### src/rtl/wb_switch_param.sv
// Wishbone 1-master / NSLAVES-slave switch: mask/match address decode, registered slave bus, one transfer at a time.
// Define WB_SWITCH_TIMEOUT_EN to build the bus watchdog (TOUT state, tmo_o pulse, saturating tmo_cnt_o).
module wb_switch_param #(
    parameter int                    NSLAVES = 10,
    parameter logic [NSLAVES*20-1:0] ADDR    = '0,
    parameter logic [NSLAVES*20-1:0] MASK    = '0,
    parameter int                    TIMEOUT = 256
) (
    input  logic                  wb_clk_i,
    input  logic                  wb_rst_i,
    input  logic [15:0]           m_dat_i,
    output logic [15:0]           m_dat_o,
    input  logic [20:1]           m_adr_i,
    input  logic [1:0]            m_sel_i,
    input  logic                  m_we_i,
    input  logic                  m_cyc_i,
    input  logic                  m_stb_i,
    output logic                  m_ack_o,
    output logic [15:0]           s_dat_o,
    output logic [20:1]           s_adr_o,
    output logic [1:0]            s_sel_o,
    output logic                  s_we_o,
    output logic                  s_cyc_o,
    input  logic [NSLAVES*16-1:0] s_dat_i,
    input  logic [NSLAVES-1:0]    s_ack_i,
    output logic [NSLAVES-1:0]    s_stb_o,
    output logic                  tmo_o,
    output logic [7:0]            tmo_cnt_o
);
    localparam int                  IW      = $clog2(NSLAVES);
    localparam logic [NSLAVES-1:0]  STB_ONE = 1;

    if (NSLAVES < 2 || NSLAVES > 16 || TIMEOUT < 2 || TIMEOUT > 65535) begin : g_bad_param
        $error("wb_switch_param: NSLAVES or TIMEOUT out of range");
    end

    typedef enum logic [1:0] {IDLE, BUSY, TOUT} state_t;

    state_t          state_q, state_d;
    logic [IW-1:0]   slv_q, slv_d, dec_idx;
    logic [20:1]     adr_q, adr_d;
    logic [1:0]      sel_q, sel_d;
    logic [15:0]     dat_q, dat_d;
    logic            we_q, we_d;
    logic            slv_ack;
    logic [15:0]     slv_dat;
    logic            start;

`ifdef WB_SWITCH_TIMEOUT_EN
    localparam logic [15:0] WD_LAST = 16'(TIMEOUT - 1);
    logic [15:0]     wd_q, wd_d;
    logic [7:0]      tmo_cnt_q, tmo_cnt_d;
`endif

    // Scan from the top so the lowest matching index is the one left standing.
    always_comb begin
        dec_idx = IW'(NSLAVES - 1);
        for (int i = NSLAVES - 1; i >= 0; i--) begin
            if (MASK[i*20 +: 20] == 20'h0 || (m_adr_i & MASK[i*20 +: 20]) == ADDR[i*20 +: 20])
                dec_idx = IW'(i);
        end
    end

    assign start   = (state_q == IDLE) && m_cyc_i && m_stb_i;
    assign slv_ack = s_ack_i[slv_q];
    assign slv_dat = s_dat_i[{slv_q, 4'b0000} +: 16];

    always_ff @(posedge wb_clk_i) begin
        if (wb_rst_i) begin
            state_q <= IDLE;
        end else begin
            state_q <= state_d;
        end
    end

    always_comb begin
        state_d = state_q;
        case (state_q)
            IDLE: if (m_cyc_i && m_stb_i) state_d = BUSY;
            BUSY: begin
                if (!m_cyc_i || slv_ack) state_d = IDLE;
`ifdef WB_SWITCH_TIMEOUT_EN
                else if (wd_q == WD_LAST) state_d = TOUT;
`endif
            end
            default: state_d = IDLE;
        endcase
    end

    // Acks during an abort cycle are masked so a dropped cycle never completes.
    always_comb begin
        m_ack_o = 1'b0;
        m_dat_o = 16'h0;
        s_stb_o = '0;
        s_cyc_o = 1'b0;
        tmo_o   = 1'b0;
        case (state_q)
            BUSY: begin
                s_stb_o = STB_ONE << slv_q;
                s_cyc_o = 1'b1;
                m_ack_o = m_cyc_i & slv_ack;
                m_dat_o = slv_dat;
            end
`ifdef WB_SWITCH_TIMEOUT_EN
            TOUT: begin
                m_ack_o = 1'b1;
                m_dat_o = 16'hFFFF;
                tmo_o   = 1'b1;
            end
`endif
            default: ;
        endcase
    end

    always_comb begin
        slv_d = slv_q;
        adr_d = adr_q;
        sel_d = sel_q;
        dat_d = dat_q;
        we_d  = we_q;
        if (start) begin
            slv_d = dec_idx;
            adr_d = m_adr_i;
            sel_d = m_sel_i;
            dat_d = m_dat_i;
            we_d  = m_we_i;
        end
    end

`ifdef WB_SWITCH_TIMEOUT_EN
    always_comb begin
        wd_d      = wd_q;
        tmo_cnt_d = tmo_cnt_q;
        if (start) begin
            wd_d = 16'h0;
        end else if (state_q == BUSY && m_cyc_i && !slv_ack && wd_q != WD_LAST) begin
            wd_d = wd_q + 16'd1;
        end
        if (state_q == BUSY && state_d == TOUT && tmo_cnt_q != 8'hFF)
            tmo_cnt_d = tmo_cnt_q + 8'd1;
    end

    always_ff @(posedge wb_clk_i) begin
        if (wb_rst_i) begin
            wd_q      <= 16'h0;
            tmo_cnt_q <= 8'h0;
        end else begin
            wd_q      <= wd_d;
            tmo_cnt_q <= tmo_cnt_d;
        end
    end

    assign tmo_cnt_o = tmo_cnt_q;
`else
    assign tmo_cnt_o = 8'h0;
`endif

    always_ff @(posedge wb_clk_i) begin
        if (wb_rst_i) begin
            slv_q <= '0;
            adr_q <= '0;
            sel_q <= 2'b00;
            dat_q <= 16'h0;
            we_q  <= 1'b0;
        end else begin
            slv_q <= slv_d;
            adr_q <= adr_d;
            sel_q <= sel_d;
            dat_q <= dat_d;
            we_q  <= we_d;
        end
    end

    assign s_adr_o = adr_q;
    assign s_sel_o = sel_q;
    assign s_dat_o = dat_q;
    assign s_we_o  = we_q;

endmodule
### config.mk
export PLATFORM = sky130hd
export DESIGN_NAME = wb_switch_param
export DESIGN_NICKNAME = d
export VERILOG_FILES = /design/src/rtl/wb_switch_param.sv
export SDC_FILE = /design/constraint.sdc
export NUM_CORES = 1
export LEC_CHECK = 0
export CAP_MARGIN = 0
export CELL_PAD_IN_SITES_DETAIL_PLACEMENT = 1
export CELL_PAD_IN_SITES_GLOBAL_PLACEMENT = 2
export CORE_ASPECT_RATIO = 1.25
export CORE_MARGIN = 5
export CORE_UTILIZATION = 11
export CTS_CLUSTER_DIAMETER = 120
export DETAILED_ROUTE_END_ITERATION = 12
export GPL_TIMING_DRIVEN = 0
export PLACE_DENSITY = 0.91
export SYNTH_ARGS = -nofsm -noshare
export SYNTH_HDL_FRONTEND = slang
export SYNTH_SLANG_ARGS = --single-unit
### constraint.sdc
create_clock -name wb_clk_i -period 1.2 [get_ports wb_clk_i]
set_input_delay 0.24 -clock wb_clk_i [delete_from_list [all_inputs] [get_ports wb_clk_i]]
set_output_delay 0.24 -clock wb_clk_i [all_outputs]
set_load 0.05 [all_outputs]
; ---- Yosys cells after proc, flatten, opt, wreduce, memory -nomap -nowiden
; Index checks and enable logic that the tools add are counted.
[word_totals]
elab_cells = 23
ff_bits = 41
out_inout_bits = 76
[op_classes]
n_mux = 7
eq_ne = 3
n_reduce_logical = 7
bitwise_logic = 1
[op_table]
columns = op, n
row1 = two-way mux 16 bit, 1
row2 = two-way mux 2 bit, 2
row3 = case mux 2 bit (2 select lines), 1
row4 = logical AND 1 bit, 3
row5 = two-way mux 1 bit, 3
row6 = == test 2 x 1 -> 1 bit (second input constant), 1
row7 = logical NOT 2 bit, 1
row8 = inequality test 2 x 1 -> 1 bit (second input constant), 1
row9 = inequality test 2 bit (second input constant), 1
row10 = AND reduction 2 bit, 1
row11 = bitwise AND 1 bit, 1
row12 = logical NOT 1 bit, 1
row13 = logical OR 1 bit, 1

; ---- Logic depth before layout (Yosys ltp)
[depth]
word_depth = 4
ltp_mapped = 5
depth_no_buf = 2

; ---- Least setup slack after synthesis
; OpenSTA, ideal clock, no wires.
[synth_timing]
path_kind = register -> output
start = register state_q[0]
end = output m_dat_o[0]
slack_ps = -594
t_required_ps = 960
arrival_ps = 1554
n_path_buf = 2
stages_incl_launch_ff = 4
cell_sequence = dfxtp_1 > clkbuf_1 > clkbuf_1 > and2_1
[synth_via]
elab_chain_cells = 2
[synth_rtl]
columns = element, line
row1 = from (decl), 39  ; state_t state_q, state_d;
row2 = from (signal assigned), 72  ; state_q <= state_d;
row3 = == test 2 x 1 -> 1 bit, 97  ; case (state_q)
row4 = two-way mux 16 bit, 97
row5 = to (decl), 12  ; output logic [15:0] m_dat_o,
; Every way passes these cells.

; ---- Final worst setup path
[layout_timing]
start = register state_q[0]
end = output m_dat_o[7]
; Same word-level chain as after synthesis.

==> impl_metrics.toml <==
[outcome]
status = "finished, violations left"
violations_in_the_final_reports = "negative setup slack"

[placement]
dp_hpwl_um = 6000
dpl_worst_slack_ns = -0.792
port_buffers = 116
gp_congestion = 0.663
placed_area_um2 = 3610

[yosys]
synthesis.instances = 214
synth_cell_types = 14
synthTopCellsByArea = "dfxtp_1 39%, nand2b_1 25%, mux2i_1 19%"
synth_top_family_by_area = "simple AND/OR/NAND/NOR gates"
share_of_synthesized_cell_area_in_and_or_nand_and_nor_gates = 0.303
yosys.area.top_type = "dfxtp_1"
post_synth_fa_ha_maj_area_fraction = 0
synth_seq_area_share = 0.391
synth-xor-area-share = 0
synthesis.yosys.warnings = 0
synth.area.mux_share = 0.190
synthesis.area_um2 = 2050
synthDominantCellAreaShare = 0.391
area_fraction_in_compound_gates_after_synthesis = 0.00244
synth_area_per_cell_um2 = 9.58
number_of_synthesized_register_bits = 40

[hold_path]
worst_hold_path_type = "input port to register"

[route]
detail_route.drc_violations = 0
post_drt_via_cell_ratio = 3.29
postRouteAntennaNets = 0
wl_per_cell_um = 13.3
dr_total_vias = 1949
drt_iter0_drc = 4
drt-total-wl_um = 7880
first_pass_iters = 2

[critical_path]
slowest_cell_delay_on_critical_path_ns = 0.36
worstPathRequired_ns = 0.96
crit_path_end_kind = "output pin"
critical-path-top-cell-by-count = "buf_8"
reg2reg_slack_ns = -0.07
critPathKind = "register to output pin"
reg_to_reg_start = "state_q[0]"
crit_fanout = 6
critical_path_startpoint = "state_q[0]"
worst_r2r_path_depth = 5
worst_setup_path_endpoint = "m_dat_o[7]"
r2r-end = "s_adr_o[9]"
worstSetupStartpointType = "register"
critical-path-slowest-cell = "dfxtp_4"
arrival_ns = 1.20
cp_cell_sequence = "buf_8 > clkbuf_16 > and2_4 > buf_8"

[timing]
fin_tns_setup_ns = -4.66
hold-worst-slack_ns = 0.352
final_period_minus_worst_setup_slack_ns = 1.44
setup_slack_ns = -0.241
setup_viol_count_final = 55
final_hold_violation_count = 0
fmaxAchievable_mhz = 694
unrepaired_setup_endpoints_after_global_routing = "true"
finalCritPeriodShare = 1.20
final_max_slew_viol_count = 0
final.setup_skew_ns = 0.00612

[floorplanning]
core_region_area_um2 = 18200
initial_utilization = 0.112
dieHeight_um = 163
std_cell_rows = 55
io_pins = 289
die-width_um = 132
die-area_um2 = 21500

[clocking]
cts_made_buffers = 5
cts.htree.levels = 2
worst_setup_hold_path_clk_slew_ns = 0.06
tritoncts = "yes"
root_buffer = "clkbuf_16"
tritoncts_num_sinks = 40
worst_skew_pair.late_latency_ns = 0.29
clockBufferDepth = 2

[pwr]
peakVddDrop_mv = 0.420
p_per_area_nw_per_um2 = 1040
static-leakage-power_nw = 1.64

[cells_and_area]
layout-drive-gt1-share = 0.324
layout.nets = 576
final_design_area_no_fill_um2 = 3850
syn_to_final_growth_pct = 88.0
n_antenna_cell = 0
final_core_utilization = 0.211
filler_cell_count = 2104

[grt]
via_count_of_the_first_global_routing_pass = 2232
grt_start_max_net_pins = 12
grt_usage = 0.0735
antenna_violations_before_repair = 1
grt_overflow = 0
grt_first_pass_wirelength_um = 12400

[run]
maxCapViolations = 0
-- registers in the layout (all words and copies together), names as in the netlist --
signal,flops
s_adr_o,20
s_dat_o,16
s_sel_o,2
s_we_o,1
state_q,1
-- cells in the mapped netlist --
library cell,instances
nand2b_1,81
dfxtp_1,40
mux2i_1,39
buf_4,21
and2_1,16
clkbuf_1,9
a21oi_1,1
and3_1,1
and3b_1,1
buf_2,1
buf_6,1
buf_8,1
clkbuf_2,1
conb_1,1
-- cells in the final DEF, fill, tap and decap left out, types with 2 or more instances in the layout --
cell type / synthesis / final
nand2b_1: 81 / 81
buf_4: 21 / 19
clkdlybuf4s50_1: 0 / 56
buf_16: 0 / 3
mux2i_1: 39 / 39
clkbuf_8: 0 / 2
dlygate4sd2_1: 0 / 2
and2_4: 0 / 10
buf_8: 1 / 13
and2_2: 0 / 6
clkbuf_4: 0 / 5
buf_12: 0 / 5
dfxtp_1: 40 / 39
conb_1: 1 / 18
clkbuf_1: 9 / 9
clkbuf_16: 0 / 6
buf_2: 1 / 37
buf_6: 1 / 10
-- worst max-delay path: cells and delay by family, from the launching register on --
family / cells / cell delay (ns)
buffers and inverters: 3 / 0.41
flip-flops: 1 / 0.36
AND/OR/NAND/NOR: 1 / 0.14
-- metrics by stage --
stage                     power [mW]  std cells
after CTS                       4.13        592
after global routing            4.25        592
after global placement          2.59        575
after floorplan                 2.17        231
final                           4.03        592
after detailed placement        2.61        575
-- kinds of logic after synthesis --
| group | Yosys count |
|---|---|
| AO/OA/AOI/OAI | 1 |
| buffers and inverters | 34 |
| flip-flops | 40 |
| multiplexers | 39 |
| other | 1 |
| AND/OR/NAND/NOR | 99 |
-- repair_timing --
action / CTS / global route
buffers inserted: 4 / 0
setup endpoints to repair: 97 / 61
endpoints found under the hold margin: 0 / 0
gates cloned: 5 / 0
gates resized for setup: 356 / 10
hold buffers: 0 / 0
pin swaps: 11 / 0
-- metal layers --
metal	routed length (µm)	up-vias	GRT usage
li1	-	937	-
met1	3020	890	0.0791
met2	3840	109	0.126
met3	861	11	0.0371
met4	146	2	0.0239
met5	13	-	0
-- worst min path at each step --
stage	from	cells after the start	slack [ns]	end
2_1_floorplan	m_cyc_i	2	0.36	state_q[0]
3_3_place_gp	s_dat_o[1]	2	0.46	s_dat_o[1]
3_5_place_dp	s_adr_o[13]	2	0.47	s_adr_o[13]
4_1_cts	m_cyc_i	3	0.34	state_q[0]
5_1_grt	m_stb_i	3	0.37	state_q[0]
6_report	wb_rst_i	3	0.35	s_adr_o[14]
-- area by class of cell --
class                   count  area [µm²]  share of cell area
multi-input cells         157        1120               0.290
flip-flops and latches     40         805               0.209
clock buffers               8         146              0.0380
plain buffers              34         309              0.0802
well taps                 228         285              0.0740
repair buffers            125        1190               0.309
-- power breakdown --
| part | total (mW) | internal [mW] | switching [mW] |
|---|---|---|---|
| clock network | 1.41 | 0.832 | 0.577 |
| logic | 1.18 | 0.521 | 0.663 |
| registers | 1.43 | 1.40 | 0.0372 |
| total | 4.03 | 2.75 | 1.28 |
No activity file was read; power rests on OpenSTA's default activity.
